`src/rtl/furv_bus_pkg.sv`:
```
// Purpose: shared definitions for the FURV data-bus bridge (FSM state codes, timer width, request record).
// Latency: n/a (definitions only).
// Backpressure: n/a (definitions only).
package furv_bus_pkg;

    // Width of the Wishbone termination timeout down-counter.
    localparam int TMR_W = 16;

    // Bridge FSM state encoding.
    localparam logic [1:0] ST_IDLE = 2'd0;
    localparam logic [1:0] ST_BUS  = 2'd1;
    localparam logic [1:0] ST_RESP = 2'd2;

    // Latched core request; every Wishbone request field is driven from this.
    typedef struct packed {
        logic        we;
        logic [29:0] adr;
        logic [3:0]  sel;
        logic [31:0] dat;
    } wb_req_t;

endpackage

```
`src/rtl/furv_bus_timer.sv`:
```
// Purpose: loadable down-counter that bounds how long a Wishbone access may wait for termination.
// Latency: load and decrement take effect on the next clk edge; zero is combinational from the count.
// Backpressure: none; en simply freezes the count.
// Ports: clk/rst (async active-high), load + load_val (reload, wins over en),
//        en (decrement by one), zero (count is 0).
module furv_bus_timer
    import furv_bus_pkg::*;
(
    input  logic             clk,
    input  logic             rst,
    input  logic             load,
    input  logic [TMR_W-1:0] load_val,
    input  logic             en,
    output logic             zero
);

    logic [TMR_W-1:0] cnt;

    always_ff @(posedge clk or posedge rst) begin
        if (rst) begin
            cnt <= '0;
        end else if (load) begin
            cnt <= load_val;
        end else if (en) begin
            cnt <= cnt - 1'b1;
        end
    end

    assign zero = (cnt == '0);

endmodule

```
`src/rtl/furv_dbus_bridge.sv`:
```
// Purpose: bridges the FURV core data-access handshake onto a Wishbone classic master port.
// Latency: 3 cycles per access (IDLE accept, >=1 BUS, RESP) with a slave that acks in the first BUS cycle.
// Backpressure: core holds core_mem until core_ack; slave stalls by withholding ack, bounded by TIMEOUT.
// Ports: core_* request/response from the core; wb_*_o master request, wb_*_i slave response;
//        bus_error sticky error/timeout flag, cleared by err_clear (a same-cycle set wins).
module furv_dbus_bridge
    import furv_bus_pkg::*;
#(
    parameter int unsigned TIMEOUT = 255
) (
    input  logic        clk,
    input  logic        rst,
    input  logic        core_mem,
    input  logic        core_we,
    input  logic [29:0] core_addr,
    input  logic [3:0]  core_sel,
    input  logic [31:0] core_wdata,
    output logic [31:0] core_rdata,
    output logic        core_ack,
    output logic        wb_cyc_o,
    output logic        wb_stb_o,
    output logic        wb_we_o,
    output logic [29:0] wb_adr_o,
    output logic [3:0]  wb_sel_o,
    output logic [31:0] wb_dat_o,
    input  logic [31:0] wb_dat_i,
    input  logic        wb_ack_i,
    input  logic        wb_err_i,
    output logic        bus_error,
    input  logic        err_clear
);

    logic [1:0] state;
    wb_req_t    req_q;
    logic       in_bus;
    logic       tmr_zero;
    logic       term_ok;
    logic       term_err;

    assign in_bus = (state == ST_BUS);

    // Error beats ack; a timeout only counts when no ack arrives in the same cycle.
    assign term_err = in_bus && (wb_err_i || (tmr_zero && !wb_ack_i));
    assign term_ok  = in_bus && wb_ack_i && !wb_err_i;

    // The timer reaches zero in BUS cycle TIMEOUT+1, so the abort lands there.
    furv_bus_timer u_timer (
        .clk      (clk),
        .rst      (rst),
        .load     ((state == ST_IDLE) && core_mem),
        .load_val (TMR_W'(TIMEOUT)),
        .en       (in_bus && !wb_ack_i && !wb_err_i && !tmr_zero),
        .zero     (tmr_zero)
    );

    always_ff @(posedge clk or posedge rst) begin
        if (rst) begin
            state      <= ST_IDLE;
            req_q      <= '0;
            core_rdata <= '0;
        end else begin
            case (state)
                ST_IDLE: begin
                    if (core_mem) begin
                        req_q <= '{we: core_we, adr: core_addr, sel: core_sel, dat: core_wdata};
                        state <= ST_BUS;
                    end
                end
                ST_BUS: begin
                    if (term_ok || term_err) begin
                        core_rdata <= (term_ok && !req_q.we) ? wb_dat_i : '0;
                        state      <= ST_RESP;
                    end
                end
                // Always pass through IDLE so a held core_mem cannot restart here.
                ST_RESP: state <= ST_IDLE;
                default: state <= ST_IDLE;
            endcase
        end
    end

    always_ff @(posedge clk or posedge rst) begin
        if (rst) begin
            bus_error <= 1'b0;
        end else if (term_err) begin
            bus_error <= 1'b1;
        end else if (err_clear) begin
            bus_error <= 1'b0;
        end
    end

    // Strobes decode straight from the async-reset state register, so rst drops them at once.
    assign wb_cyc_o = in_bus;
    assign wb_stb_o = in_bus;
    assign wb_we_o  = req_q.we;
    assign wb_adr_o = req_q.adr;
    assign wb_sel_o = req_q.sel;
    assign wb_dat_o = req_q.dat;
    assign core_ack = (state == ST_RESP);

endmodule

```
`config.mk`:
```
export PLATFORM = sky130hd
export DESIGN_NAME = furv_dbus_bridge
export DESIGN_NICKNAME = d
export VERILOG_FILES = /design/src/rtl/furv_bus_pkg.sv /design/src/rtl/furv_bus_timer.sv /design/src/rtl/furv_dbus_bridge.sv
export SDC_FILE = /design/constraint.sdc
export NUM_CORES = 1
export LEC_CHECK = 0
export ABC_AREA = 1
export BUFFER_PORTS_ARGS = -buffer_cell sky130_fd_sc_hd__buf_2
export CAP_MARGIN = 20
export CORE_MARGIN = 1
export CORE_UTILIZATION = 52
export DETAILED_ROUTE_END_ITERATION = 7
export PLACE_DENSITY = 0.85
export SETUP_SLACK_MARGIN = 0.3
export SLEW_MARGIN = 20
export SYNTH_ARGS = -nofsm -noshare
export SYNTH_HDL_FRONTEND = slang
export SYNTH_SLANG_ARGS = --single-unit
```
`constraint.sdc`:
```
create_clock -name clk -period 8.2 [get_ports clk]
set_clock_uncertainty 0.15 [all_clocks]
set_input_delay 1.64 -clock clk [delete_from_list [all_inputs] [get_ports clk]]
set_output_delay 1.64 -clock clk [all_outputs]
set_load 0.01 [all_outputs]
```
==> metrics.yaml, run 1 <==
outcome:
  status: "finished clean"
clocking:
  cts.htree.levels: 4
  cts_setup_buffers: 0
  postCtsHoldBufs: 0
  cts_sinks: 118
  cts_buffer_depth: 2
  ctsResizeCount: 0
  cts_root_buf: "clkbuf_8"
  cts_tree: "yes"
  cts_buffers: 17
  clk_pin_slew_ns: 0.06
  clock_latency_ns: 0.52
critical_path:
  r2r-end: "u_timer.cnt[4]"
  end_kind: "flop"
  critical_path.max_fanout: 91
  reg2reg_depth: 5
  reg2reg_from: "state[0]"
  critPathLaunchType: "input pin"
  cp.required_ns: 8.44
  r2r_setup_slack_ns: 5.16
  worstSetupPathType: "in -> reg"
  arrival_ns: 4.03
final_layout:
  area_growth_pct: 32.2
  drive_above_1_share_pct: 33.1
  antenna_cells: 0
  final_core_util_pct: 70.6
  fin_nets: 919
synth:
  syn-cell-area_sq_um: 5170
  synth-async-reset-ratio_pct: 100
  synth_seq_cells: 118
  ys.flop_type: "dfrtp_1"
  ys.warnings.count: 0
  yosys.area.top_type: "dfrtp_1"
  synth.top_cells.by_count: "317 x nand2_1, 118 x dfrtp_1, 38 x nand4_1"
  synth.most_common_cell: "nand2_1"
  ys_top_cells_by_area: "dfrtp_1 57%, nand2_1 23%, nand4_1 4.6%"
  synth_edf_count: 0
  synth_cells: 615
  ys_types: 28
  synthesis.nets: 722
  yosysTopAreaCellShare_pct: 57.1
  syn_avg_cell_area_sq_um: 8.41
  synth_seq_area_share_pct: 57.1
power:
  leakage_nw: 4.03
  p_per_area_nw_per_um2: 379
  ir_worst_vdd_uv: 214
timing:
  setup_violations: 0
  rsz0062_at_grt: "no"
  slew_viol_final: 0
  fin_crit_ns: 3.79
  fmax_mhz: 264
  fin_crit_sh_pct: 46.2
  tightest_slew_ns: 1.08
  final-hold-violation-count: 0
  tns_ns: 0
  relSlewSlack_pct: 27.5
die:
  die_x_um: 102
  fp.dieH_um: 102
  io_pins: 208
  fp-row-count: 36
  die-area_sq_um: 10300
  coreArea_sq_um: 9680
  start_util_pct: 53.4
global_routing:
  grt_use_total_pct: 28.0
  antenna_found_initial: 0
  grt.overflow.total: 0
  grt_max_degree: 92
  grt_pass1_wl_mm: 21.9
  grt_pass1_vias: 4745
routing:
  first_iter_violations: 302
  wl_per_cell_um: 14.8
  firstDrtPassIters: 7
  vias_per_cell: 5.21
  ant_nets: 0
  drt-total-wl_mm: 14.1
  drc: 0
  vias: 4995
place:
  hpwlAfterDp_mm: 9.16
  port_buffers: 207
  gp_congestion: 0.849
worst_hold_path:
  hp-start: "wb_adr_o[27]"
  hold_path.class: "reg -> reg"
  min_to: "wb_adr_o[27]"
  min_path_cells: 2
job:
  drv_cap: 0
kinds of logic after synthesis:
family                     count (synthesis)  synth area share, %
adders and majority gates                  2                0.484
AOI/OAI and AO/OA                         13                 1.84
xor gates and xnor gates                   2                0.339
DFF                                      118                 57.1
and+or+nand+nor                          422                 35.0
buffers and inverters                     58                 5.25
worst max path at each step:
stage / from / to / slack, ns
floorplan: rst / bus_error / 3.28
global placement: core_mem / wb_dat_o[21] / 4.09
detailed placement: core_mem / wb_dat_o[18] / 3.97
CTS: core_mem / wb_adr_o[29] / 4.44
global route: core_mem / u_timer.cnt[4] / 4.16
finish: core_mem / u_timer.cnt[4] / 4.41
sequential cells by signal, indices dropped and copies added (netlist names):
name         cells
state            2
wb_adr_o        30
wb_we_o          1
wb_sel_o         4
core_rdata      32
wb_dat_o        32
u_timer.cnt     16
bus_error        1
power breakdown:
part           internal (W)  switching [W]  total, W
Combinational      0.000318       0.000536  0.000854
Sequential         0.000817       0.000151  0.000968
Clock              0.000501       0.000266  0.000768
cells in the final DEF (no fill, tap or decap), drive strengths merged:
| master | netlist | final |
|---|---|---|
| a21oi | 2 | 2 |
| buf | 23 | 209 |
| bufinv | 0 | 4 |
| clkbuf | 8 | 20 |
| clkinv | 0 | 6 |
| clkinvlp | 0 | 2 |
| dfrtp | 118 | 118 |
| ha | 2 | 2 |
| inv | 27 | 27 |
| nand2 | 325 | 325 |
| nand3 | 23 | 23 |
| nand4 | 39 | 39 |
| nor2 | 33 | 33 |
| nor3 | 1 | 1 |
| o21ai | 11 | 11 |
| or2 | 1 | 1 |
| xnor2 | 1 | 1 |
| xor2 | 1 | 1 |
metrics by stage:
| step | hold WS, ns | cells | power [W] | cell area [sq um] | worst slack, ns |
|---|---|---|---|---|---|
| after floorplan | 0.332 | 615 | 0.00145 | 5170 | 3.28 |
| after global placement | 0.309 | 925 | 0.00177 | 6210 | 4.09 |
| after detailed placement | 0.309 | 925 | 0.00181 | 6210 | 3.97 |
| after CTS | 0.325 | 957 | 0.00259 | 6820 | 4.44 |
| after global routing | 0.335 | 958 | 0.00274 | 6840 | 4.16 |
| final | 0.322 | 958 | 0.00259 | 6840 | 4.41 |
routing by layer:
| layer | up-vias | routed length [um] | track usage (%) |
|---|---|---|---|
| met5 | - | 0 | 0 |
| met4 | 0 | 510 | 14.2 |
| met3 | 51 | 960 | 7.94 |
| met2 | 249 | 7210 | 46.7 |
| met1 | 2377 | 5450 | 33.2 |
| li1 | 2318 | - | - |
layout make-up:
type	instances	area (sq um)
clock buffers	20	435
repair buffers	209	1050
clock inverters	12	176
multi-input cells	439	1950
fillers	695	2850
well taps	133	166
flip-flops and latches	118	2950
inverters	27	105
critical path: stages:
cell	delay (ns)
buf_2	0.11
nand3_4	0.69
clkinv_2	1.02
o21ai_2	0.40
nand2_1	0.08
Note: power is estimated with default switching activity, not from simulation.
==> run 2: changes to the inputs <==
ABC_AREA = 0   (was 1)
CORE_UTILIZATION = 42   (was 52)
PLACE_DENSITY = 0.75   (was 0.85)
clock period = 3.2 ns   (was 8.2 ns; I/O delays follow)
==> run 2 against run 1 <==
Against the previous run:
- register-to-register slack worse by 4.4 ns
- critical path depth increased by 2
- clock-buffer cell count increased by 3
- worst hold slack lost 0.15 ns
- worst setup slack lost 3.6 ns
- synthesized area is 9.8% lower
- sequential share of layout area up 2.3 points
- combinational power rose by 55%
==> metrics.yaml, run 2 <==
timing:
  relSlewSlack_pct: 40.8  # +13 points
  tightest_slew_ns: 0.887  # -0.197 ns
  setup_violations: 0  # unchanged
  fin_crit_sh_pct: 75.2
  fmax_mhz: 415
  final-hold-violation-count: 0  # unchanged
  fin_crit_ns: 2.41
  slew_viol_final: 0  # unchanged
  rsz0062_at_grt: "no"
  tns_ns: 0  # unchanged
synth:
  synth_seq_cells: 118  # unchanged
  yosysTopAreaCellShare_pct: 63.3  # +6.2 points
  synth_seq_area_share_pct: 63.3  # +6.2 points
  ys_types: 34  # +21%
  syn-cell-area_sq_um: 4670  # -9.8%
  synth.top_cells.by_count: "206 x nand2_1, 118 x dfrtp_1, 32 x a22o_1"
  yosys.area.top_type: "dfrtp_1"
  ys.warnings.count: 0  # unchanged
  syn_avg_cell_area_sq_um: 9.99  # +19%
  ys_top_cells_by_area: "dfrtp_1 63%, nand2_1 17%, a22o_1 6.0%"
  ys.flop_type: "dfrtp_1"
  synth_edf_count: 0  # unchanged
  synthesis.nets: 574  # -20%
  synth-async-reset-ratio_pct: 100  # unchanged
  synth_cells: 467  # -24%
  synth.most_common_cell: "nand2_1"
worst_hold_path:
  hold_path.class: "in -> async"
die:
  die_x_um: 107  # +5.6%
  die-area_sq_um: 11500  # +12%
  io_pins: 208  # unchanged
  start_util_pct: 43.0  # -10 points
  fp.dieH_um: 107  # +5.6%
  fp-row-count: 38  # +5.6%
  coreArea_sq_um: 10800  # +12%
critical_path:
  cp_cell_sequence: "inv_1 -> ha_1 -> nor3b_1 -> and4_1 -> o31ai_4 -> buf_6 -> a22o_1"
  worstSetupPathType: "reg -> reg"
  end_kind: "flop"
  cp.required_ns: 3.43  # -5.01 ns
  arrival_ns: 2.64  # -1.39 ns
  slowest_stage: "and4_1"
  cp_slowest_stage_delay_ns: 0.51  # -0.51 ns
  critPathLaunchType: "flop"
  critical_path.max_fanout: 21  # -77%
global_routing:
  grt_pass1_vias: 3923  # -17%
  grt.overflow.total: 0  # unchanged
  grt_use_total_pct: 20.8  # -7.3 points
  grt_pass1_wl_mm: 18.5  # -15%
  antenna_found_initial: 0  # unchanged
  grt_max_degree: 72  # -22%
routing:
  drc: 0  # unchanged
  wl_per_cell_um: 14.0  # -5.2%
  first_iter_violations: 171  # -43%
  vias: 4088  # -18%
  drt-total-wl_mm: 11.6  # -18%
  firstDrtPassIters: 4  # -3
  vias_per_cell: 4.94  # -5.2%
  ant_nets: 0  # unchanged
power:
  p_per_area_nw_per_um2: 832  # +120%
  p_sw_w: 0.00163  # +71%
  pwr-share-clk_pct: 36.3  # +6.6 points
  p_seq_share_pct: 39.3  # +1.9 points
  swShare_pct: 30.1  # -6.7 points
  combPwrFrac_pct: 24.4  # -8.6 points
  ir_worst_vdd_uv: 442  # +110%
  p_total_w: 0.00540  # +110%
  p_int_w: 0.00378  # +130%
  leakage_nw: 3.63  # -10%
final_layout:
  layout_common_cells: "207 x buf_2, 205 x nand2_1, 118 x dfrtp_1"
  drive_above_1_share_pct: 37.1  # +4.0 points
  fin_nets: 781  # -15%
  antenna_cells: 0  # unchanged
  area_growth_pct: 39.2
  final_common_cell: "buf_2"
  nFillCells: 948  # +36%
  regArea_sq_um: 2950  # unchanged
  multi_input_area_sq_um: 1610  # -17%
clocking:
  cts_sinks: 118  # unchanged
  postCtsHoldBufs: 0  # unchanged
  ctsResizeCount: 0  # unchanged
  cts_setup_buffers: 0  # unchanged
  cts_root_buf: "clkbuf_8"
  cts_tree: "yes"
  cts.htree.levels: 4  # unchanged
  clock_latency_ns: 0.50  # -0.02 ns
  cts_buffer_depth: 2  # unchanged
  cts_buffers: 17  # unchanged
  clk_pin_slew_ns: 0.06  # about the same
place:
  port_buffers: 207  # unchanged
  hpwlAfterDp_mm: 8.01  # -13%
  gp_congestion: 0.827  # -2.6%
job:
  drv_cap: 0  # unchanged
outcome:
  status: "finished clean"
run 2: cell types whose count changed after synthesis, moves of 11 or more:
cell      before  now
clkbuf_1       8   19
a22o_1         0   32
nand4_1       38    3
nand2_1      317  206
nor2_1        25    5
nand3_1       22    5
inv_1         22    7
run 2: path summary, 6_finish.rpt:
kind	from	end	slack, ns	cells after the start
setup / recovery	u_timer.cnt[0]	core_rdata[23]	0.79	7
hold / removal	rst	wb_dat_o[17]	0.17	3
setup reg to reg	u_timer.cnt[0]	core_rdata[23]	0.79	7
hold reg to reg	wb_adr_o[11]	wb_adr_o[11]	0.32	2
max in group asynchronous	rst	u_timer.cnt[12]	2.03	3
min in group clk	core_addr[24]	wb_adr_o[24]	0.18	3
run 2: layout make-up:
class                   count  share of cell area, %
flip-flops and latches    118                   45.5
multi-input cells         317                   24.8
repair buffers            213                   17.1
clock buffers              23                   7.19
well taps                 140                   2.70
clock inverters             9                   2.27
inverters                   7                  0.462
run 2: per-stage QoR:
stage          instance area, sq um  std cells  hold slack (ns)  worst slack [ns]  utilization [%]
2_1_floorplan                  4670        467            0.318             0.969                -
5_1_grt                        6490        827            0.146             0.592             59.9
3_3_place_gp                   5870        794            0.301             0.622             54.1
6_report                       6490        827            0.173             0.792             59.9
3_5_place_dp                   5880        795            0.307             0.708             54.2
4_1_cts                        6490        827            0.149             0.791             59.9
run 2: power by group through the flow:
stage / Clock (W) / Combinational, W / Sequential (W)
finish: 0.00196 / 0.00132 / 0.00212
detailed placement: 0 / 0.00134 / 0.00213
global placement: 0 / 0.00129 / 0.00212
global route: 0.00206 / 0.00146 / 0.00217
floorplan: 0 / 0.000503 / 0.00232
CTS: 0.00199 / 0.00134 / 0.00213
run 2: cell families after synthesis:
group | share of synthesized area (%)
compound gates | 8.90
flops | 63.3
mux | 0.644
simple gates | 24.0
buf+inv | 2.66
fa+ha+maj | 0.536
run 2: layer usage:
metal  global-route usage, %  wire, um  vias up
met1                    25.6      5030     1964
met2                    33.5      5690      128
met4                    10.7       315        0
met3                    5.51       529       28
met5                       0         0        -
li1                        -         -     1968
run 2: critical path: cells and delay by family, from the launching register on:
| family | cells | cell delay (ns) |
|---|---|---|
| buffers and inverters | 2 | 0.30 |
| AO/OA/AOI/OAI | 2 | 0.39 |
| adder cells (fa/ha/maj) | 1 | 0.20 |
| flip-flops | 1 | 0.40 |
| AND/OR/NAND/NOR | 2 | 0.85 |
==> run 3: changes to the inputs <==
CORE_UTILIZATION = 47   (was 42)
PLACE_DENSITY = 0.8   (was 0.75)
clock period = 2.5 ns   (was 3.2 ns; I/O delays follow)
==> run 3 against run 2 <==
Against the previous run:
- power is 26% higher
- fmax grew 12%
- sequential power rose by 28%
- core utilization grew 9.3 points
- clock power increased by 21%
- register-to-register slack got worse by 0.44 ns
- worst hold slack worse by 0.15 ns
- routed wire length up 2.2%
- critical endpoint is now u_timer.cnt[6]
- largest cell class unchanged
- largest power group unchanged
==> metrics.yaml, run 3 (synthesized netlist as in run 2, its figures left out) <==
outcome:
  status: "finished clean"
routing:
  drc: 0  # unchanged
  firstDrtPassIters: 4  # unchanged
  vias_per_cell: 5.01  # +1.3%
  drt-total-wl_mm: 11.8  # +2.2%
  ant_nets: 0  # unchanged
  vias: 4111  # +0.56%
  first_iter_violations: 107  # -37%
  wl_per_cell_um: 14.4  # +2.9%
timing:
  rsz0062_at_grt: "no"
  fin_crit_sh_pct: 85.7  # +10 points
  final-hold-violation-count: 0  # unchanged
  fmax_mhz: 467  # +12%
  slew_viol_final: 0  # unchanged
  tns_ns: 0  # unchanged
  tightest_slew_ns: 0.608  # -0.280 ns
  fin_crit_ns: 2.14  # -0.265 ns
  holdWs_ns: 0.0204  # -0.153 ns
  setup_violations: 0  # unchanged
  relSlewSlack_pct: 59.5  # +19 points
global_routing:
  grt_max_degree: 119  # +65%
  grt.overflow.total: 0  # unchanged
  grt_pass1_vias: 3997  # +1.9%
  grt_pass1_wl_mm: 18.1  # -2.1%
  antenna_found_initial: 0  # unchanged
  grt_use_total_pct: 23.0  # +2.2 points
critical_path:
  critical_path.max_fanout: 11  # -48%
  path_buf_inv: 2  # unchanged
  cp.required_ns: 2.78  # -0.65 ns
  crit_family: "simple AND/OR/NAND/NOR gates"
  cp_slowest_stage_delay_ns: 0.56  # +0.05 ns
  end_kind: "flop"
  slowest_stage: "or4_2"
  critPathLaunchType: "flop"
  cp_cell_sequence: "inv_2 -> ha_2 -> nor3b_1 -> and4_2 -> buf_4 -> or4_2 -> nand3_1"
  worstSetupPathType: "reg -> reg"
  arrival_ns: 2.42  # -0.22 ns
final_layout:
  layout_common_cells: "207 x buf_2, 205 x nand2_1, 118 x dfrtp_1"
  multi_input_area_sq_um: 1630  # +1.2%
  final_core_util_pct: 69.2  # +9.3 points
  area_growth_pct: 39.6
  fin_nets: 787  # +0.77%
  antenna_cells: 0  # unchanged
  regArea_sq_um: 2950  # unchanged
  drive_above_1_share_pct: 38.3  # +1.2 points
  nFillCells: 713  # -25%
  final_common_cell: "buf_2"
worst_hold_path:
  hold_path.class: "in -> async"
power:
  leakage_nw: 3.65  # +0.70%
  p_per_area_nw_per_um2: 1050  # +26%
  ir_worst_vdd_uv: 560  # +27%
place:
  hpwlAfterDp_mm: 7.90  # -1.4%
  gp_congestion: 0.805  # -2.6%
  port_buffers: 207  # unchanged
clocking:
  cts.htree.levels: 4  # unchanged
  cts_root_buf: "clkbuf_8"
  cts_tree: "yes"
  cts_buffers: 17  # unchanged
  clk_pin_slew_ns: 0.05  # about the same
  clock_latency_ns: 0.51  # about the same
  cts_sinks: 118  # unchanged
  cts_buffer_depth: 2  # unchanged
die:
  die_x_um: 102  # -5.4%
  fp-row-count: 35  # -7.9%
  fp.dieH_um: 102  # -5.4%
  io_pins: 208  # unchanged
  start_util_pct: 49.6  # +6.5 points
  die-area_sq_um: 10300  # -10%
  coreArea_sq_um: 9420  # -13%
job:
  drv_cap: 0  # unchanged
run 3: path summary, 6_finish.rpt:
| kind | from | endpoint | slack [ns] | depth (start not counted) |
|---|---|---|---|---|
| hold / removal | rst | core_rdata[30] | 0.02 | 3 |
| setup reg to reg | u_timer.cnt[0] | u_timer.cnt[6] | 0.36 | 7 |
| hold reg to reg | wb_dat_o[30] | wb_dat_o[30] | 0.31 | 2 |
| max in group asynchronous | rst | u_timer.cnt[15] | 1.73 | 3 |
| min in group clk | core_addr[9] | wb_adr_o[9] | 0.03 | 3 |
| setup / recovery | u_timer.cnt[0] | u_timer.cnt[6] | 0.36 | 7 |
run 3: what timing repair did:
item                       in CTS  in global routing
gates resized for setup         0                  6
setup endpoints to repair      19                 10
pin swaps                       2                  1
setup buffers                   2                  3
gates cloned                    0                  0
hold buffers                    0                  0
run 3: where the power goes:
group          switching [W]  internal [W]
registers           0.000291       0.00243
logic               0.000995      0.000728
clock network       0.000807       0.00156
run 3: area by class of cell:
| class | instances | area share (%) |
|---|---|---|
| repair buffers | 219 | 17.8 |
| clock inverters | 9 | 1.94 |
| flip-flops and latches | 118 | 45.3 |
| well taps | 129 | 2.48 |
| multi-input cells | 317 | 25.0 |
| clock buffers | 22 | 6.95 |
| inverters | 7 | 0.461 |
run 3: metal layers:
metal / vias up / share of wire (%) / track usage [%]
met5: - / 0 / 0
met4: 0 / 1.4 / 8.92
met3: 16 / 8.7 / 8.63
met2: 178 / 50 / 39.7
met1: 1937 / 40 / 25.7
li1: 1980 / - / -
run 3: stage by stage:
stage | total power (W) | instances | cell area, sq um | worst slack, ns
floorplan | 0.00362 | 467 | 4670 | 0.396
global placement | 0.00438 | 784 | 5860 | 0.0395
detailed placement | 0.00445 | 785 | 5880 | 0.149
CTS | 0.00686 | 818 | 6470 | 0.317
global route | 0.00720 | 821 | 6510 | 0.294
finish | 0.00681 | 821 | 6510 | 0.357
run 3: worst min-delay path, cell delays in order:
cell and delay, ns:
buf_2 0.11, clkinvlp_4 0.07, buf_12 0.45
